`src/rtl/alu_bist.sv`:
```
// alu_bist: LFSR-driven self-test engine for the 32-bit combinational ALU.
// Optional build macro: ALU_BIST_STOP_ON_FAIL_EN (end the run on the first mismatch).
module alu_bist #(
  parameter int unsigned NUM_VECTORS   = 64,
  parameter int unsigned SETTLE_CYCLES = 1,
  parameter logic [31:0] SEED          = 32'hACE1_2024
) (
  input  logic        clk,
  input  logic        rst_n,
  input  logic        start,
  output logic [31:0] alu_a,
  output logic [31:0] alu_b,
  output logic [3:0]  alu_ctr,
  input  logic [31:0] alu_out,
  input  logic        alu_less,
  input  logic        alu_zero,
  output logic        busy,
  output logic        done,
  output logic        pass,
  output logic [15:0] err_count,
  output logic [15:0] fail_idx,
  output logic [31:0] fail_exp,
  output logic [31:0] fail_got
);

  typedef enum logic [2:0] {
    S_IDLE,
    S_DRIVE,
    S_SETTLE,
    S_CHECK,
    S_DONE
  } state_t;

  localparam logic [15:0] LAST_IDX = 16'(NUM_VECTORS - 1);
  localparam logic [3:0]  SET_LAST = 4'(SETTLE_CYCLES - 1);

  state_t      r_state;
  state_t      w_next;
  logic        r_start;
  logic [31:0] r_lfsr;
  logic [31:0] r_a;
  logic [31:0] r_b;
  logic [3:0]  r_ctr;
  logic [3:0]  r_cnt;
  logic [15:0] r_idx;
  logic [15:0] r_err;
  logic [15:0] r_fidx;
  logic [31:0] r_fexp;
  logic [31:0] r_fgot;
  logic        r_first;
  logic        r_busy;
  logic        r_done;
  logic        r_pass;

  logic        w_idle_like;
  logic        w_load;
  logic [31:0] w_step1;
  logic [31:0] w_step2;
  logic [31:0] w_exp;
  logic        w_slt;
  logic        w_mis;
  logic [15:0] w_err_next;

  function automatic logic [31:0] f_step(input logic [31:0] x);
    f_step = {1'b0, x[31:1]} ^ (x[0] ? 32'h8020_0003 : 32'h0);
  endfunction

  function automatic logic [3:0] f_op(input logic [2:0] i);
    logic [3:0] op;
    op = 4'b0000;
    unique case (i)
      3'd0: op = 4'b0000;
      3'd1: op = 4'b1000;
      3'd2: op = 4'b0001;
      3'd3: op = 4'b0101;
      3'd4: op = 4'b0100;
      3'd5: op = 4'b0111;
      3'd6: op = 4'b0110;
      3'd7: op = 4'b0010;
      default: op = 4'b0000;
    endcase
    return op;
  endfunction

  assign w_idle_like = (r_state == S_IDLE) || (r_state == S_DONE);
  assign w_load      = w_idle_like && r_start;
  assign w_step1     = f_step(r_lfsr);
  assign w_step2     = f_step(w_step1);
  assign w_slt       = $signed(r_a) < $signed(r_b);

  // Reference model of the ALU, driven from the registered operands
  always_comb begin
    w_exp = 32'h0;
    unique case (r_ctr)
      4'b0000: w_exp = r_a + r_b;
      4'b1000: w_exp = r_a - r_b;
      4'b0001: w_exp = r_a << r_b[4:0];
      4'b0101: w_exp = r_a >> r_b[4:0];
      4'b0100: w_exp = r_a ^ r_b;
      4'b0111: w_exp = r_a & r_b;
      4'b0110: w_exp = r_a | r_b;
      4'b0010: w_exp = {31'b0, w_slt};
      default: w_exp = 32'h0;
    endcase
  end

  assign w_mis = (alu_out != w_exp)
              || (alu_zero != (w_exp == 32'h0))
              || ((r_ctr == 4'b0010) && (alu_less != w_slt));

  always_comb begin
    w_err_next = r_err;
    if (w_load) begin
      w_err_next = 16'h0;
    end else if ((r_state == S_CHECK) && w_mis
                 && (r_err != 16'hFFFF)) begin
      w_err_next = r_err + 16'd1;
    end
  end

  always_comb begin
    w_next = r_state;
    unique case (r_state)
      S_IDLE, S_DONE: begin
        if (r_start) w_next = S_DRIVE;
      end
      S_DRIVE: w_next = S_SETTLE;
      S_SETTLE: begin
        if (r_cnt == SET_LAST) w_next = S_CHECK;
      end
      S_CHECK: begin
        if (r_idx == LAST_IDX) begin
          w_next = S_DONE;
`ifdef ALU_BIST_STOP_ON_FAIL_EN
        end else if (w_mis) begin
          w_next = S_DONE;
`endif
        end else begin
          w_next = S_DRIVE;
        end
      end
      default: w_next = S_IDLE;
    endcase
  end

  always_ff @(posedge clk or negedge rst_n) begin
    if (!rst_n) r_state <= S_IDLE;
    else        r_state <= w_next;
  end

  // start is registered, so a run begins one edge after it is sampled
  always_ff @(posedge clk or negedge rst_n) begin
    if (!rst_n) begin
      r_start <= 1'b0;
      r_lfsr  <= SEED;
      r_a     <= 32'h0;
      r_b     <= 32'h0;
      r_ctr   <= 4'b0000;
      r_cnt   <= 4'h0;
      r_idx   <= 16'h0;
      r_err   <= 16'h0;
      r_fidx  <= 16'h0;
      r_fexp  <= 32'h0;
      r_fgot  <= 32'h0;
      r_first <= 1'b0;
      r_busy  <= 1'b0;
      r_done  <= 1'b0;
      r_pass  <= 1'b0;
    end else begin
      r_start <= start && w_idle_like;
      r_err   <= w_err_next;
      r_busy  <= (w_next == S_DRIVE) || (w_next == S_SETTLE)
              || (w_next == S_CHECK);
      r_done  <= (w_next == S_DONE);
      r_pass  <= (w_next == S_DONE) && (w_err_next == 16'h0);
      if (w_load) begin
        r_lfsr  <= SEED;
        r_idx   <= 16'h0;
        r_fidx  <= 16'h0;
        r_fexp  <= 32'h0;
        r_fgot  <= 32'h0;
        r_first <= 1'b0;
      end
      if (r_state == S_DRIVE) begin
        r_lfsr <= w_step2;
        r_a    <= w_step1;
        r_b    <= w_step2;
        r_ctr  <= f_op(r_idx[2:0]);
        r_cnt  <= 4'h0;
      end
      if (r_state == S_SETTLE) begin
        r_cnt <= r_cnt + 4'd1;
      end
      if (r_state == S_CHECK) begin
        if (w_mis && !r_first) begin
          r_first <= 1'b1;
          r_fidx  <= r_idx;
          r_fexp  <= w_exp;
          r_fgot  <= alu_out;
        end
        if (w_next == S_DRIVE) r_idx <= r_idx + 16'd1;
      end
    end
  end

  assign alu_a     = r_a;
  assign alu_b     = r_b;
  assign alu_ctr   = r_ctr;
  assign busy      = r_busy;
  assign done      = r_done;
  assign pass      = r_pass;
  assign err_count = r_err;
  assign fail_idx  = r_fidx;
  assign fail_exp  = r_fexp;
  assign fail_got  = r_fgot;

endmodule

```
`config.mk`:
```
export PLATFORM = sky130hd
export DESIGN_NAME = alu_bist
export DESIGN_NICKNAME = d
export VERILOG_FILES = /design/src/rtl/alu_bist.sv
export SDC_FILE = /design/constraint.sdc
export NUM_CORES = 1
export LEC_CHECK = 0
export CAP_MARGIN = 5
export CORE_ASPECT_RATIO = 0.9
export CORE_MARGIN = 2
export CORE_UTILIZATION = 29
export CTS_BUF_LIST = sky130_fd_sc_hd__clkbuf_8
export DETAILED_ROUTE_END_ITERATION = 7
export GPL_ROUTABILITY_DRIVEN = 1
export REMOVE_ABC_BUFFERS = 1
export SYNTH_ARGS = -nofsm -noshare
export SYNTH_HDL_FRONTEND = slang
export SYNTH_SLANG_ARGS = --single-unit
```
`constraint.sdc`:
```
create_clock -name clk -period 17.37 [get_ports clk]
set_input_delay 5.211 -clock clk [delete_from_list [all_inputs] [get_ports clk]]
set_output_delay 5.211 -clock clk [all_outputs]
set_load 0.01 [all_outputs]
```
Word-level counts from Yosys, hierarchy flattened

Memories as Yosys holds them, arrays and structs flattened. A register that Yosys moved wholly into a read port is not among the register bits.
Index checks and enable logic that the tools add are counted.

Bits in latches: 0
RAM bits: 0
Word-level logic and storage cells: 99
Bits of input ports: 37
ROM bits: 32
Output and inout bits: 167
Memories: 1
Register bits after elaboration: 220

Memories:

| memory          | words | width | read ports | clocked after memory_dff | wr ports | line | text |
|---|---|---|---|---|---|---|---|
| (no name shown) | 8     | 4     | 1          | 1                        | 0        | 71   | `unique case (i)` |

Eq/ne operators: 20
Bitwise gates (word level): 5
Magnitude comparators: 1
Shifts and indexed selects: 2
Add/sub/neg operators: 5
Mux-type cells: 28
Multiply operators: 0
Reduce and logical (&&, ||, !) cells: 22
Divide/modulo/power cells: 0

Operators with widths:

| operator                | count |
|---|---|
| $mux W32                | 10 |
| $pmux W32 S8            | 1 |
| $mux W16                | 8 |
| $xor A31 B32 Y32        | 2 |
| $add A16 B1 Y16 const B | 2 |
| $add A32 B32 Y32        | 1 |
| $and A32 B32 Y32        | 1 |
| $logic_not A32 Y1       | 1 |
| $lt A32 B32 Y1          | 1 |
| $ne A32 B32 Y1          | 1 |
| $or A32 B32 Y32         | 1 |
| $shl A32 B5 Y32         | 1 |
| $shr A32 B5 Y32         | 1 |
| $sub A32 B32 Y32        | 1 |
| $xor A32 B32 Y32        | 1 |
| $eq A16 B6 Y1 const B   | 1 |
| $eq A4 B3 Y1 const B    | 4 |
| $logic_not A16 Y1       | 1 |
| $ne A16 B16 Y1 const B  | 1 |
| $eq A3 B2 Y1 const B    | 4 |
| $pmux W3 S4             | 1 |
| $mux W3                 | 3 |
| $logic_not A4 Y1        | 2 |
| $mux W4                 | 2 |
| other kinds (14)        | 31 |

Depth between registers and ports, before layout

Word-level depth: 12
Depth in mapped cells: 25
Mapped depth without buffers: 18

Worst setup path after synthesis

OpenSTA, ideal clock, no wires.

Kind: input port to flip-flop
From: input port alu_out[2]
To: register r_pass, in the netlist pass
Setup slack: 8,987 ps
Data arrival time: 8,288 ps
Stages on the path: 11
Library setup time: 95 ps
Required time: 17,275 ps
Buffers on the path: 1
Path through: xnor2_1 -> or3_1 -> a2111oi_2 -> nand3_1 -> or4_1 -> or4_1 -> buf_2 -> a211o_1 -> a32o_1 -> or4_1 -> nor4b_2

Word-level cells in the longest chain between the ends: 9

Ends and longest elaborated chain:

| item                 | line | text |
|---|---|---|
| from (decl)          | 14   | `input logic [31:0] alu_out,` |
| $ne A32 B32 Y1       | 107  | `assign w_mis = (alu_out != w_exp)` |
| $logic_or A1 B1 Y1   | 108  | `\|\| (alu_zero != (w_exp == 32'h0))` |
| $logic_or A1 B1 Y1   | 109  | `\|\| ((r_ctr == 4'b0010) && (alu_less != w_slt));` |
| $logic_and A1 B1 Y1  | 115  | `end else if ((r_state == S_CHECK) && w_mis` |
| $logic_and A1 B1 Y1  | 116  | `&& (r_err != 16'hFFFF)) begin` |
| $mux W16             | 115  |  |
| $mux W16             | 113  | `if (w_load) begin` |
| $logic_not A16 Y1    | 175  | `r_pass <= (w_next == S_DONE) && (w_err_next == 16'h0);` |
| $logic_and A1 B1 Y1  | 175  |  |
| to (signal assigned) | 175  |  |
| to (decl)            | 53   | `logic r_pass;` |

Every way passes these cells.
A chain may end at the register's enable or synchronous reset.

Final worst setup path

From: input port alu_out[2]
To: register r_fexp[17], in the netlist fail_exp[17]

Word-level cells in the longest chain between the ends: 6

Ends and longest elaborated chain:

| item                 | line | text |
|---|---|---|
| $ne A32 B32 Y1       | 107  |  |
| $logic_or A1 B1 Y1   | 108  |  |
| $logic_or A1 B1 Y1   | 109  |  |
| $logic_and A1 B1 Y1  | 195  | `if (w_mis && !r_first) begin` |
| $mux W32             | 195  |  |
| $mux W32             | 194  | `if (r_state == S_CHECK) begin` |
| to (signal assigned) | 198  | `r_fexp <= w_exp;` |
| to (decl)            | 48   | `logic [31:0] r_fexp;` |

Every way passes these cells.

==> flow_summary.yaml <==
outcome:
  violations: "DRC"
  status: "complete, but fails checks"
synth:
  ys_seq_elements: 195
  synth_edf_count: 0
  synth_cell_type_count: 100
  syn-cell-area_sq_mm: 0.0193
  synth_ff_type: "dfrtp_1"
  ys_seq_area_frac: 0.253
  synth_top_cell_area_share: 0.238
  synth_area_per_cell_sq_um: 8.00
  synthTopCellsByArea: "dfrtp_1, ha_1, o21ai_0"
  synthArstFlopShare: 1.00
  yosysTopAreaCell: "dfrtp_1"
  ys_warn_count: 0
  synthCells: 2414
placed_design:
  post_dp_cell_area_sq_mm: 0.0217
  dp_hpwl_um: 60700
  gp_congestion: 1.05
  pre_cts_ws_ns: 7.14
  numPortBuffers: 203
die:
  initial_core_util: 0.294
  std_cell_rows: 89
  core_sq_mm: 0.0657
  num_io_pins: 204
  fp.dieArea_sq_mm: 0.0687
  die_x_um: 276
  dieHeight_um: 249
sta:
  hold_slack_ns: 0.487
  finalMaxSlewViolations: 0
  skew_ns: 0.0275
  period_share: 0.554
  finalHoldViolations: 0
  setup_violations: 0
  tns_ns: 0
  tightest_slew_ns: 1.22
  rsz0062_at_grt: "no"
  fin_crit_ns: 9.63
  layout_setup_ws_ns: 7.74
  timing.slew.headroom: 0.165
  fmax_ghz: 0.104
critical_path:
  r2r_cells: 19
  regToRegStartpoint: "alu_b[0]$_DFFE_PN0P_"
  reg2reg_to: "fail_exp[17]$_DFF_PN0_"
  cp_max_fo: 121
  end_kind: "flip-flop"
  critPathArrivalTime_ns: 10.10
  reg2reg_slack_ns: 8.77
  critPathKind: "in2reg"
  critPathLaunchType: "primary input"
  required_ns: 17.84
clock_network:
  cts_resized: 0
  clkSinkCount: 195
  postCtsSetupRepairBufs: 0
  clk_latency_ns: 0.60
  h-tree-depth: 4
  cts_buffers: 17
  clockBufferDepth: 2
  clk_pin_slew_worst_paths_ns: 0.12
  root_buffer: "clkbuf_8"
  cts_tree: "yes"
  cts_hold_buf: 0
detailed_routing:
  via_per_inst: 5.95
  dr.max_layer_used: "met5"
  wl_met3_um: 8620
  wl_met1_um: 36100
  vias: 19846
  routed-wl-met2_um: 34100
  drc: 18
  ant_nets: 0
  drt-pass1-iter-count: 8
  wl_per_cell_um: 24.4
  wl_um: 81400
  initialDrtViolationCount: 3059
finish:
  layout_common_cells: "nand2_1, clkdlybuf4s50_1, o21ai_0"
  seq_area_sq_mm: 0.00490
  multi_input_area_sq_mm: 0.0129
  final_common_cell: "nand2_1"
  drive_gt1_frac: 0.0838
  fin_area_sq_mm: 0.0222
  area_delta_synth_final_pct: 14.7
  fin_nets: 2600
  nFillCells: 6947
hold_path:
  hold_path_depth: 2
  holdCritStartpoint: "r_lfsr[29]$_DFFE_PN1P_"
  hold_end: "r_lfsr[27]$_DFFE_PN1P_"
  hold_class: "reg2reg"
grt:
  grt_first_pass_wirelength_um: 122000
  grtUsageTotal: 0.230
  grt_pass1_vias: 18345
  antenna_found_initial: 2
  grt_max_degree: 122
  grt_overflow: 0
pwr:
  ir_drop_uv: 90.5
  p_leak_nw: 8.57
  power.density_mw_per_mm2: 232
flow_run:
  maxCapViolations: 0
## flip-flops by register name, summed over array words and instances, names as in the netlist, 3 cells and up
| signal | count |
|---|---|
| fail_exp | 32 |
| alu_a | 31 |
| r_state | 3 |
| r_lfsr | 32 |
| fail_idx | 16 |
| fail_got | 32 |
| r_cnt | 4 |
| alu_ctr | 4 |
| err_count | 16 |
| r_idx | 16 |
| alu_b | 4 |
## logic make-up (layout without fill, tap and decap cells)
group,count (synthesis),count (layout),synth area share
DFF,195,195,0.253
AOI/OAI and AO/OA,707,707,0.247
xor gates and xnor gates,71,71,0.0322
adders and majority gates,106,106,0.0694
and+or+nand+nor,836,836,0.211
other,0,1,0
muxes,155,155,0.108
buffers and inverters,344,400,0.0787
## metal layers
metal,vias up,global-route usage
met2,1135,0.338
met4,2,0.0759
li1,8955,-
met5,-,0
met3,162,0.0551
met1,9592,0.330
## worst max-delay path, stage by stage
cell,delay [ns]
clkdlybuf4s50_1,0.46
xnor2_1,0.16
or3_1,0.43
a2111oi_2,0.28
nand3_1,0.17
or4_1,0.59
or4_1,0.86
nand3b_1,0.23
buf_4,0.37
buf_4,0.84
mux2_2,0.42
## through the flow
stage / util / total power [mW] / instances
6_report: 0.337 / 5.14 / 3335
5_1_grt: 0.337 / 5.43 / 3335
4_1_cts: 0.337 / 5.03 / 3334
3_5_place_dp: 0.331 / 4.68 / 3302
3_3_place_gp: 0.330 / 4.68 / 3301
2_1_floorplan: - / 3.22 / 2197
## power breakdown
group | internal (mW) | total (mW) | switching (mW)
combinational | 1.43 | 3.88 | 2.45
clock | 0.118 | 0.332 | 0.214
sequential | 0.611 | 0.923 | 0.312
## cells in the mapped netlist (18+ instances only)
library cell / instances
mux2_2: 26
buf_2: 36
nor3_1: 56
buf_1: 18
dfrtp_1: 184
and2_1: 26
nor2_1: 168
nand2b_1: 19
nor4_1: 28
o22ai_1: 23
a21oi_1: 124
a22o_1: 22
inv_1: 120
o31ai_1: 20
nand4_1: 40
o21ai_1: 21
o21ai_0: 197
ha_1: 104
o211ai_1: 38
mux4_2: 38
nor2b_1: 30
buf_4: 36
clkbuf_1: 122
mux2i_1: 82
nand3_1: 132
a211oi_1: 31
xnor2_1: 57
nand2_1: 248
## area by class of cell
type,instances,area share
Multi-Input combinational cell,1875,0.584
Sequential cell,195,0.221
Timing Repair Buffer,241,0.105
Tap cell,864,0.0488
Inverter,127,0.0215
Clock buffer,18,0.0112
Clock inverter,14,0.00825
Antenna cell,1,0.000113
## worst max path at each step
stage / to / slack, ns / start
detailed placement: fail_exp[17]$_DFF_PN0_ / 7.14 / alu_out[5]
floorplan: fail_exp[17]$_DFF_PN0_ / 7.01 / alu_out[2]
finish: fail_exp[17]$_DFF_PN0_ / 7.74 / alu_out[2]
CTS: fail_exp[17]$_DFF_PN0_ / 7.77 / alu_out[2]
global placement: fail_exp[17]$_DFF_PN0_ / 7.18 / alu_out[2]
global route: fail_exp[17]$_DFF_PN0_ / 7.48 / alu_out[3]
Note: power is estimated with default switching activity, not from simulation.
